===== src/rtl/d64_trk_flush.sv =====
// Writes modified 512-byte SD blocks of the loaded D64 track back through the hps_io sd_* write handshake.
// sd_wr rises 2 cycles after a flush edge; each block waits on sd_ack, so the host paces the transfer.
module d64_trk_flush (
    input  logic        clk,
    input  logic        reset,
    input  logic [5:0]  track,
    input  logic [4:0]  sector,
    input  logic        buff_we,
    input  logic        discard,
    input  logic        flush,
    output logic [31:0] sd_lba,
    output logic        sd_wr,
    input  logic        sd_ack,
    input  logic [8:0]  sd_buff_addr,
    output logic [7:0]  sd_buff_din,
    output logic [12:0] trk_addr,
    input  logic [7:0]  trk_q,
    output logic        busy,
    output logic        dirty
);

    typedef enum logic [1:0] {IDLE, SCAN, REQ, XFER} state_t;

    state_t      state, state_nxt;
    logic [10:0] mask, mask_nxt;
    logic [9:0]  start_l;
    logic [3:0]  k_l;
    logic        redirty;
    logic        flush_q;
    logic        ack_q;

    logic [9:0]  start_cur;
    logic [5:0]  sec_sum;
    logic [4:0]  k_cur;
    logic [12:0] fix_l;
    logic        trk_ok;
    logic        we_ok;
    logic        hit_l;
    logic        flush_rise;
    logic        ack_fall;

    // 256-byte sector index of each track's first sector within the D64 image
    function automatic logic [9:0] trk_start(input logic [5:0] t);
        case (t)
            6'd1:  trk_start = 10'd0;   6'd2:  trk_start = 10'd21;  6'd3:  trk_start = 10'd42;
            6'd4:  trk_start = 10'd63;  6'd5:  trk_start = 10'd84;  6'd6:  trk_start = 10'd105;
            6'd7:  trk_start = 10'd126; 6'd8:  trk_start = 10'd147; 6'd9:  trk_start = 10'd168;
            6'd10: trk_start = 10'd189; 6'd11: trk_start = 10'd210; 6'd12: trk_start = 10'd231;
            6'd13: trk_start = 10'd252; 6'd14: trk_start = 10'd273; 6'd15: trk_start = 10'd294;
            6'd16: trk_start = 10'd315; 6'd17: trk_start = 10'd336; 6'd18: trk_start = 10'd357;
            6'd19: trk_start = 10'd376; 6'd20: trk_start = 10'd395; 6'd21: trk_start = 10'd414;
            6'd22: trk_start = 10'd433; 6'd23: trk_start = 10'd452; 6'd24: trk_start = 10'd471;
            6'd25: trk_start = 10'd490; 6'd26: trk_start = 10'd508; 6'd27: trk_start = 10'd526;
            6'd28: trk_start = 10'd544; 6'd29: trk_start = 10'd562; 6'd30: trk_start = 10'd580;
            6'd31: trk_start = 10'd598; 6'd32: trk_start = 10'd615; 6'd33: trk_start = 10'd632;
            6'd34: trk_start = 10'd649; 6'd35: trk_start = 10'd666; 6'd36: trk_start = 10'd683;
            6'd37: trk_start = 10'd700; 6'd38: trk_start = 10'd717; 6'd39: trk_start = 10'd734;
            6'd40: trk_start = 10'd751;
            default: trk_start = 10'd0;
        endcase
    endfunction

    function automatic logic [3:0] lowest_bit(input logic [10:0] m);
        lowest_bit = 4'd0;
        for (int i = 10; i >= 0; i--) begin
            if (m[i]) lowest_bit = 4'(i);
        end
    endfunction

    // An odd track start shifts every SD block half a block earlier in the buffer
    assign start_cur   = trk_start(track);
    assign sec_sum     = {1'b0, sector} + {5'd0, start_cur[0]};
    assign k_cur       = sec_sum[5:1];
    assign trk_ok      = (track >= 6'd1) && (track <= 6'd40);
    assign we_ok       = buff_we && trk_ok && (k_cur <= 5'd10);
    assign hit_l       = we_ok && (k_cur == {1'b0, k_l});
    assign flush_rise  = flush && !flush_q;
    assign ack_fall    = ack_q && !sd_ack;
    assign fix_l       = start_l[0] ? 13'h1F00 : 13'h0000;
    assign trk_addr    = {k_l, 9'd0} + fix_l + {4'd0, sd_buff_addr};
    assign sd_buff_din = trk_q;
    assign busy        = (state != IDLE);

    always_comb begin
        state_nxt = state;
        case (state)
            IDLE: if (flush_rise && (mask != 11'd0) && trk_ok) state_nxt = SCAN;
            SCAN: state_nxt = (mask != 11'd0) ? REQ : IDLE;
            REQ:  if (sd_ack) state_nxt = XFER;
            XFER: if (ack_fall) state_nxt = SCAN;
            default: state_nxt = IDLE;
        endcase
    end

    // A write landing on the block being sent keeps it dirty so the same pass resends it
    always_comb begin
        mask_nxt = mask;
        if ((state == XFER) && ack_fall && !redirty) mask_nxt[k_l] = 1'b0;
        if (we_ok) mask_nxt[k_cur[3:0]] = 1'b1;
        if ((state == IDLE) && discard) mask_nxt = 11'd0;
    end

    always_ff @(posedge clk or posedge reset) begin
        if (reset) begin
            state <= IDLE;
        end else begin
            state <= state_nxt;
        end
    end

    always_ff @(posedge clk or posedge reset) begin
        if (reset) begin
            mask    <= 11'd0;
            dirty   <= 1'b0;
            flush_q <= 1'b0;
            ack_q   <= 1'b0;
            start_l <= 10'd0;
            k_l     <= 4'd0;
            sd_lba  <= 32'd0;
            sd_wr   <= 1'b0;
            redirty <= 1'b0;
        end else begin
            mask    <= mask_nxt;
            dirty   <= |mask;
            flush_q <= flush;
            ack_q   <= sd_ack;
            if ((state == IDLE) && (state_nxt == SCAN)) start_l <= start_cur;
            case (state)
                SCAN: begin
                    if (mask != 11'd0) begin
                        k_l     <= lowest_bit(mask);
                        sd_lba  <= {23'd0, start_l[9:1]} + {28'd0, lowest_bit(mask)};
                        sd_wr   <= 1'b1;
                        redirty <= 1'b0;
                    end
                end
                REQ: begin
                    if (sd_ack) sd_wr <= 1'b0;
                end
                XFER: begin
                    if (hit_l) redirty <= 1'b1;
                end
                default: begin
                end
            endcase
        end
    end

endmodule


===== config.mk =====
export PLATFORM = sky130hd
export DESIGN_NAME = d64_trk_flush
export DESIGN_NICKNAME = d
export VERILOG_FILES = /design/src/rtl/d64_trk_flush.sv
export SDC_FILE = /design/constraint.sdc
export NUM_CORES = 1
export LEC_CHECK = 0
export ABC_AREA = 1
export BUFFER_PORTS_ARGS = -buffer_cell sky130_fd_sc_hd__buf_2
export CAP_MARGIN = 30
export CORE_MARGIN = 8
export CORE_UTILIZATION = 54
export DETAILED_ROUTE_END_ITERATION = 8
export PLACE_DENSITY = 0.91
export SETUP_SLACK_MARGIN = 0.5
export SYNTH_ARGS = -nofsm -noshare
export SYNTH_HDL_FRONTEND = slang
export SYNTH_SLANG_ARGS = --single-unit

===== constraint.sdc =====
create_clock -name clk -period 3.3 [get_ports clk]
set_clock_uncertainty 0.2 [all_clocks]
set_input_delay 0.33 -clock clk [delete_from_list [all_inputs] [get_ports clk]]
set_output_delay 0.33 -clock clk [all_outputs]
set_load 0.005 [all_outputs]

==> results of run 1 <==
registers in the layout, indices dropped and copies added, names as in the netlist:
register and flops:
mask 11, sd_lba 10, start_l 10, k_l 4, state 2, ack_q 1, dirty 1, flush_q 1
redirty 1, sd_wr 1
worst paths after layout:
check | endpoint | slack [ns] | cells after the start
setup / recovery | sd_lba[6] | 0.72 | 12
hold / removal | start_l[4] | 0.20 | 3
setup reg to reg | sd_lba[6] | 0.72 | 12
hold reg to reg | sd_lba[1] | 0.28 | 2
max in group asynchronous | mask[0] | 2.07 | 4
min in group asynchronous | sd_lba[8] | 0.48 | 4
cell usage in the layout, fill, tap and decap left out, types with 6 or more instances in the layout:
| master | count |
|---|---|
| nand2_1 | 84 |
| inv_1 | 55 |
| dfrtp_1 | 42 |
| o21ai_0 | 37 |
| buf_2 | 35 |
| nor2_1 | 33 |
| nand3_1 | 31 |
| a21oi_1 | 29 |
| conb_1 | 22 |
| ha_1 | 19 |
| nor3_1 | 8 |
| xor2_1 | 6 |
| clkbuf_8 | 6 |
kinds of logic after synthesis:
| kind of cell | Yosys count |
|---|---|
| AND/OR/NAND/NOR | 184 |
| other | 1 |
| XOR/XNOR | 10 |
| flip-flops | 42 |
| buffers and inverters | 106 |
| adder cells (fa/ha/maj) | 21 |
| AO/OA/AOI/OAI | 90 |
through the flow:
step,power (mW),cell area [µm²]
6_report,2.737,3578
5_1_grt,3.001,3578
4_1_cts,2.706,3566
3_5_place_dp,2.349,3441
3_3_place_gp,2.263,3441
2_1_floorplan,1.931,3470
critical path, cell delays in order, from the launching register on:
cell and delay, ns:
dfrtp_1 0.42, a21oi_1 0.16, nor2_1 0.05, o21ai_0 0.16, nand2_1 0.07, nand2_1 0.06, a21oi_1 0.10, ha_1 0.23
fa_1 0.42, a31oi_2 0.20, nor3_1 0.12, xor2_1 0.15, o21ai_0 0.16
routing by layer:
layer	track usage, %	routed length, µm	vias to the layer above
li1	-	-	1468
met1	22.87	3427	1373
met2	31.88	3819	130
met3	2.913	632	15
met4	7.152	170	0
met5	0	0	-
power by group through the flow:
stage,logic (mW),registers [mW],clock network [mW]
after global routing,1.69,0.945,0.368
final,1.47,0.915,0.347
after global placement,1.36,0.903,0
after CTS,1.45,0.907,0.348
after floorplan,1.05,0.878,0
after detailed placement,1.43,0.916,0
layout make-up:
class	count	area share (%)
clock buffers	6	2.308
multi-input cells	327	52.34
flip-flops and latches	42	29.37
inverters	60	6.364
repair buffers	42	6.573
clock inverters	2	0.3497
well taps	77	2.692
repair_timing:
action                                  4_1_cts  5_1_grt
endpoints found under the setup margin        0        3
hold buffers                                  3        0
hold endpoints to repair                     44        0
gates resized for setup                       0        5
==> impl_metrics.toml, run 1 <==
[timing]
final_hold_viol_count = 0
hold_ws_ns = 0.2010
period_needed_ns = 2.580
setup_violations = 0
rsz0062_at_grt = "yes"
slew_viol_final = 0
finalWorstSetupSlack_ns = 0.7199
relSlewSlack_pct = 50.55
fmax_ghz = 0.3876
tightest_slew_ns = 0.7390
fin_setup_tns_ns = 0
post-route-period-util_pct = 78.18

[synthesis]
synth_simple_gate_area_share_pct = 26.05
seq_area_frac_synth_pct = 31.00
synthCells = 454
netlist_top_cells_area = "dfrtp_1 (31%), nand2_1 (9.3%), buf_4 (8.6%)"
synthXorXnorAreaFrac_pct = 3.137
synth_most_common_cell = "nand2_1"
syn_avg_cell_area_um2 = 7.469
synth_top_cell_by_area = "dfrtp_1"
synthFlopType = "dfrtp_1"
synth_area_um2 = 3391
synth.area.mux_share_pct = 0
synthTopCellsByCount = "nand2_1 (84), inv_1 (55), dfrtp_1 (42)"
synthDistinctLibCells = 47
synthArstFlopShare_pct = 100.0
synth_edf_count = 0
ys_ff_latch = 42
synth_top_area_share_pct = 31.00
synth_fa_ha_area_share_pct = 8.192
synth_compound_area_share_pct = 15.06
yosysWarningCount = 0
synth_top_family_by_area = "simple AND/OR/NAND/NOR gates"

[global_routing]
grt_pass1_wl_mm = 13.54
grt_antenna_before_repair = 0
grt_max_degree = 43
grt_overflow = 0
grt_pass1_vias = 2941
grt_usage_pct = 18.59

[layout]
area_growth_syn_to_layout_pct = 5.535
multiInputGateArea_um2 = 1873
diodes = 0
fin_nets = 533
drive_gt1_share_pct = 16.91
fin_util_pct = 57.67
fin_cells = 556
fillers = 581
seq_area_um2 = 1051

[floorplanning]
rows = 29
start_util_pct = 54.65
die_h_um = 95.24
dieArea_um2 = 9071
die_width_um = 95.24
io-pin-count = 90
core_um2 = 6205

[run]
cap_violations = 0

[power_and_ir_drop]
leakage_nw = 1.805
internal_power_mw = 1.484
p_comb_share_pct = 53.9
seq_power_share_pct = 33.4
power_density_nw_per_um2 = 764.8
clockPowerShare_pct = 12.7
power.switching_mw = 1.253
p_sw_share_pct = 45.78
peakVddDrop_uv = 686.4

[detailed_routing]
drc = 0
vias = 2986
drt_wl_total_mm = 8.049
avgRoutedWirePerCell_um = 14.48
drtIter0Drc = 240
dr.pass1.iters = 5
viasPerCell = 5.371
postRouteAntennaNets = 0

[place]
preCtsSetupSlack_ns = 0.4998
placedCellCount = 545
io_buffers = 35
dp_hpwl_mm = 6.458
gp_congestion = 0.9460

[clock_network]
cts_tree = "yes"
cts_setup_buffers = 0
clock_latency_ns = 0.31
ctsLongestPathBuffers = 2
h-tree-depth = 2
cts.reportedPaths.clkPinSlew_ns = 0.08
clock-root-buffer = "clkbuf_8"
cts_buffers = 5
clkSinkCount = 42

[setup_path]
critPathArrivalTime_ns = 2.61
timing.rr.start = "mask[9]"
path_class = "reg2reg"
required_ns = 3.33
start_kind = "register"
endpoint_kind = "register"
startpoint = "mask[9]"
critPathMaxFanout = 4

[run_status]
status = "finished, final reports clean"

[min_path]
worstHoldStart = "track[0]"
hp-class = "in2reg"
Power figures use the tool's default switching activity.
==> run 2, diff against run 1 <==
--- a/config.mk
+++ b/config.mk
@@ -5,13 +5,13 @@
 export SDC_FILE = /design/constraint.sdc
 export NUM_CORES = 1
 export LEC_CHECK = 0
-export ABC_AREA = 1
+export ABC_AREA = 0
 export BUFFER_PORTS_ARGS = -buffer_cell sky130_fd_sc_hd__buf_2
 export CAP_MARGIN = 30
 export CORE_MARGIN = 8
-export CORE_UTILIZATION = 54
+export CORE_UTILIZATION = 53
 export DETAILED_ROUTE_END_ITERATION = 8
-export PLACE_DENSITY = 0.91
+export PLACE_DENSITY = 0.9
 export SETUP_SLACK_MARGIN = 0.5
 export SYNTH_ARGS = -nofsm -noshare
 export SYNTH_HDL_FRONTEND = slang
==> constraint.sdc (replaced) <==
create_clock -name clk -period 2.6 [get_ports clk]
set_clock_uncertainty 0.2 [all_clocks]
set_input_delay 0.26 -clock clk [delete_from_list [all_inputs] [get_ports clk]]
set_output_delay 0.26 -clock clk [all_outputs]
set_load 0.005 [all_outputs]
==> run 2 against run 1 <==
First-iteration DRC count is 42% higher; wire length increased by 24%; design area grew 15%; critical endpoint is now sd_lba[5].
==> impl_metrics.toml, run 2 <==
[run_status]
status = "finished, final reports clean"

[power_and_ir_drop]
p_comb_share_pct = 57.4
peakVddDrop_uv = 536.1
clockPowerShare_pct = 11.2
seq_power_share_pct = 31.4
power_density_nw_per_um2 = 961.8
internal_power_mw = 2.257
power.switching_mw = 1.686
leakage_nw = 1.846
p_sw_share_pct = 42.76

[layout]
fillers = 435
final_common_cell = "nand2_1"
mostFrequentLayoutCells = "nand2_1 (50), dfrtp_1 (40), buf_2 (33), buf_4 (30), conb_1 (22)"
diodes = 0
drive_gt1_share_pct = 35.27
fin_util_pct = 68.84
seq_area_um2 = 1054
multiInputGateArea_um2 = 2232
fin_cells = 506
top_regs = "mask: 11 flops, sd_lba: 10 flops, start_l: 10 flops"
largest_register = "mask"
largest_reg_flops = 11
fin_nets = 485
area_growth_syn_to_layout_pct = 24.36

[timing]
period_needed_ns = 2.576
rsz0062_at_grt = "yes"
final_hold_viol_count = 0
post-route-period-util_pct = 99.07
setup_violations = 0
slew_viol_final = 0
fmax_ghz = 0.3882
relSlewSlack_pct = 64.60
tightest_slew_ns = 0.5310

[place]
gp_congestion = 0.9176
dp_hpwl_mm = 6.364
io_buffers = 35
placedCellCount = 471

[synthesis]
synth_top_area_share_pct = 31.88
synth_top_family_by_area = "compound AO/OA/AOI/OAI gates"
synth.area.mux_share_pct = 3.264
yosysWarningCount = 0
ys_ff_latch = 42
synth_most_common_cell = "nand2_1"
synth_top_cell_by_area = "dfrtp_1"
synthTopCellsByCount = "nand2_1 (51), dfrtp_1 (42), buf_4 (38)"
synthXorXnorAreaFrac_pct = 4.782
synth_simple_gate_area_share_pct = 19.17
synth_area_um2 = 3297
seq_area_frac_synth_pct = 31.88
synthDistinctLibCells = 61
synth_edf_count = 0
synthCells = 375
syn_avg_cell_area_um2 = 8.792
synth_fa_ha_area_share_pct = 8.425
netlist_top_cells_area = "dfrtp_1 (32%), buf_4 (8.7%), ha_1 (7.2%)"
synthFlopType = "dfrtp_1"
synthArstFlopShare_pct = 100.0
synth_compound_area_share_pct = 19.77

[min_path]
hp-class = "in2reg"
whs_path_depth = 3
hold_end = "state[0]"
worstHoldStart = "sd_ack"

[clock_network]
cts_buffers = 5
cts.reportedPaths.clkPinSlew_ns = 0.08
cts_tree = "yes"
ctsLongestPathBuffers = 2
h-tree-depth = 2
clkSinkCount = 42
clock-root-buffer = "clkbuf_8"
clock_latency_ns = 0.30

[floorplanning]
io-pin-count = 90
die_h_um = 94.87
core_um2 = 5956
die_width_um = 94.87
rows = 28
start_util_pct = 55.36
dieArea_um2 = 9000

[setup_path]
r2r_cells = 11
critPathArrivalTime_ns = 2.56
timing.rr.start = "mask[7]"
endpoint_kind = "register"
critPathMaxFanout = 4
r2r_end = "sd_lba[5]"
path_class = "reg2reg"
rrSetupSlack_ns = 0.02
required_ns = 2.59
start_kind = "register"

[detailed_routing]
drt_wl_total_mm = 10.01
postRouteAntennaNets = 0
drtIter0Drc = 341
dr.pass1.iters = 6
vias = 3074
drc = 0
avgRoutedWirePerCell_um = 19.77
viasPerCell = 6.075

[global_routing]
grt_overflow = 0
grt_usage_pct = 21.60
grt_antenna_before_repair = 0
grt_pass1_wl_mm = 15.38
grt_max_degree = 43
grt_pass1_vias = 2960

[run]
cap_violations = 0
run 2: stage by stage:
| stage | setup WS, ns | power (mW) | TNS (ns) | area (µm²) | hold WS (ns) |
|---|---|---|---|---|---|
| 4_1_cts | 0.07590 | 3.599 | 0 | 3941 | 0.02774 |
| 3_5_place_dp | -0.04091 | 2.788 | -0.08328 | 3521 | 0.1986 |
| 2_1_floorplan | 0.2658 | 2.267 | 0 | 3478 | 0.09143 |
| 6_report | 0.02412 | 3.944 | 0 | 4100 | 0.03676 |
| 3_3_place_gp | 0.09565 | 2.687 | 0 | 3521 | 0.1970 |
| 5_1_grt | -0.05247 | 4.161 | -0.1086 | 4100 | 0.06744 |
run 2: repair_timing:
item                                    in CTS  in global routing
gates cloned                                 0                  0
endpoints found under the hold margin       44                  0
hold buffers                                 3                  0
setup buffers                               15                  9
pin swaps                                   28                 23
resized for setup                           37                 25
endpoints found under the setup margin      41                 39
run 2: metal layers:
layer  GRT usage [%]  wire length [µm]
met2           34.53              4828
met3           3.651               822
met4           12.22               513
met1           27.07              3841
met5               0                 0
run 2: worst max-delay path by stage:
stage               cells after the start     start  slack (ns)         to
floorplan                              12   mask[8]        0.27  sd_lba[7]
global placement                       11  track[0]         0.1    redirty
detailed placement                     12   mask[8]       -0.04  sd_lba[5]
CTS                                    12   mask[8]        0.08  sd_lba[5]
global route                           11   mask[7]       -0.05  sd_lba[6]
finish                                 11   mask[7]        0.02  sd_lba[5]
run 2: final cells by class:
class / count / area share, %
Timing Repair Buffer: 77 / 13.58
Sequential cell: 42 / 25.69
Multi-Input combinational cell: 287 / 54.44
Clock inverter: 1 / 0.1221
Tap cell: 75 / 2.289
Inverter: 17 / 1.770
Clock buffer: 7 / 2.106
run 2: power groups by stage:
stage                     Clock, mW  Combinational (mW)  Sequential [mW]
after floorplan                   0                1.15             1.12
after global placement            0                1.52             1.17
after detailed placement          0                1.60             1.18
after CTS                     0.440                1.96             1.20
after global routing          0.466                2.43             1.27
final                         0.441                2.27             1.24
run 2: cells by family (layout without fill, tap and decap cells):
logic type / count (synthesis) / after routing
buffers and inverters: 67 / 102
adder cells (fa/ha/maj): 21 / 21
other: 1 / 22
multiplexers: 9 / 9
AO/OA/AOI/OAI: 97 / 97
AND/OR/NAND/NOR: 120 / 120
flip-flops: 42 / 42
XOR/XNOR: 18 / 18
run 2: worst max-delay path, cell delays in order (launching register included):
cell,delay [ns]
dfrtp_2,0.48
a211oi_2,0.16
nor3_1,0.07
nor3_1,0.27
nor3_2,0.10
ha_1,0.30
a21o_1,0.17
a21o_1,0.21
a21oi_2,0.19
nor2b_1,0.07
xnor2_1,0.14
o21ai_1,0.09
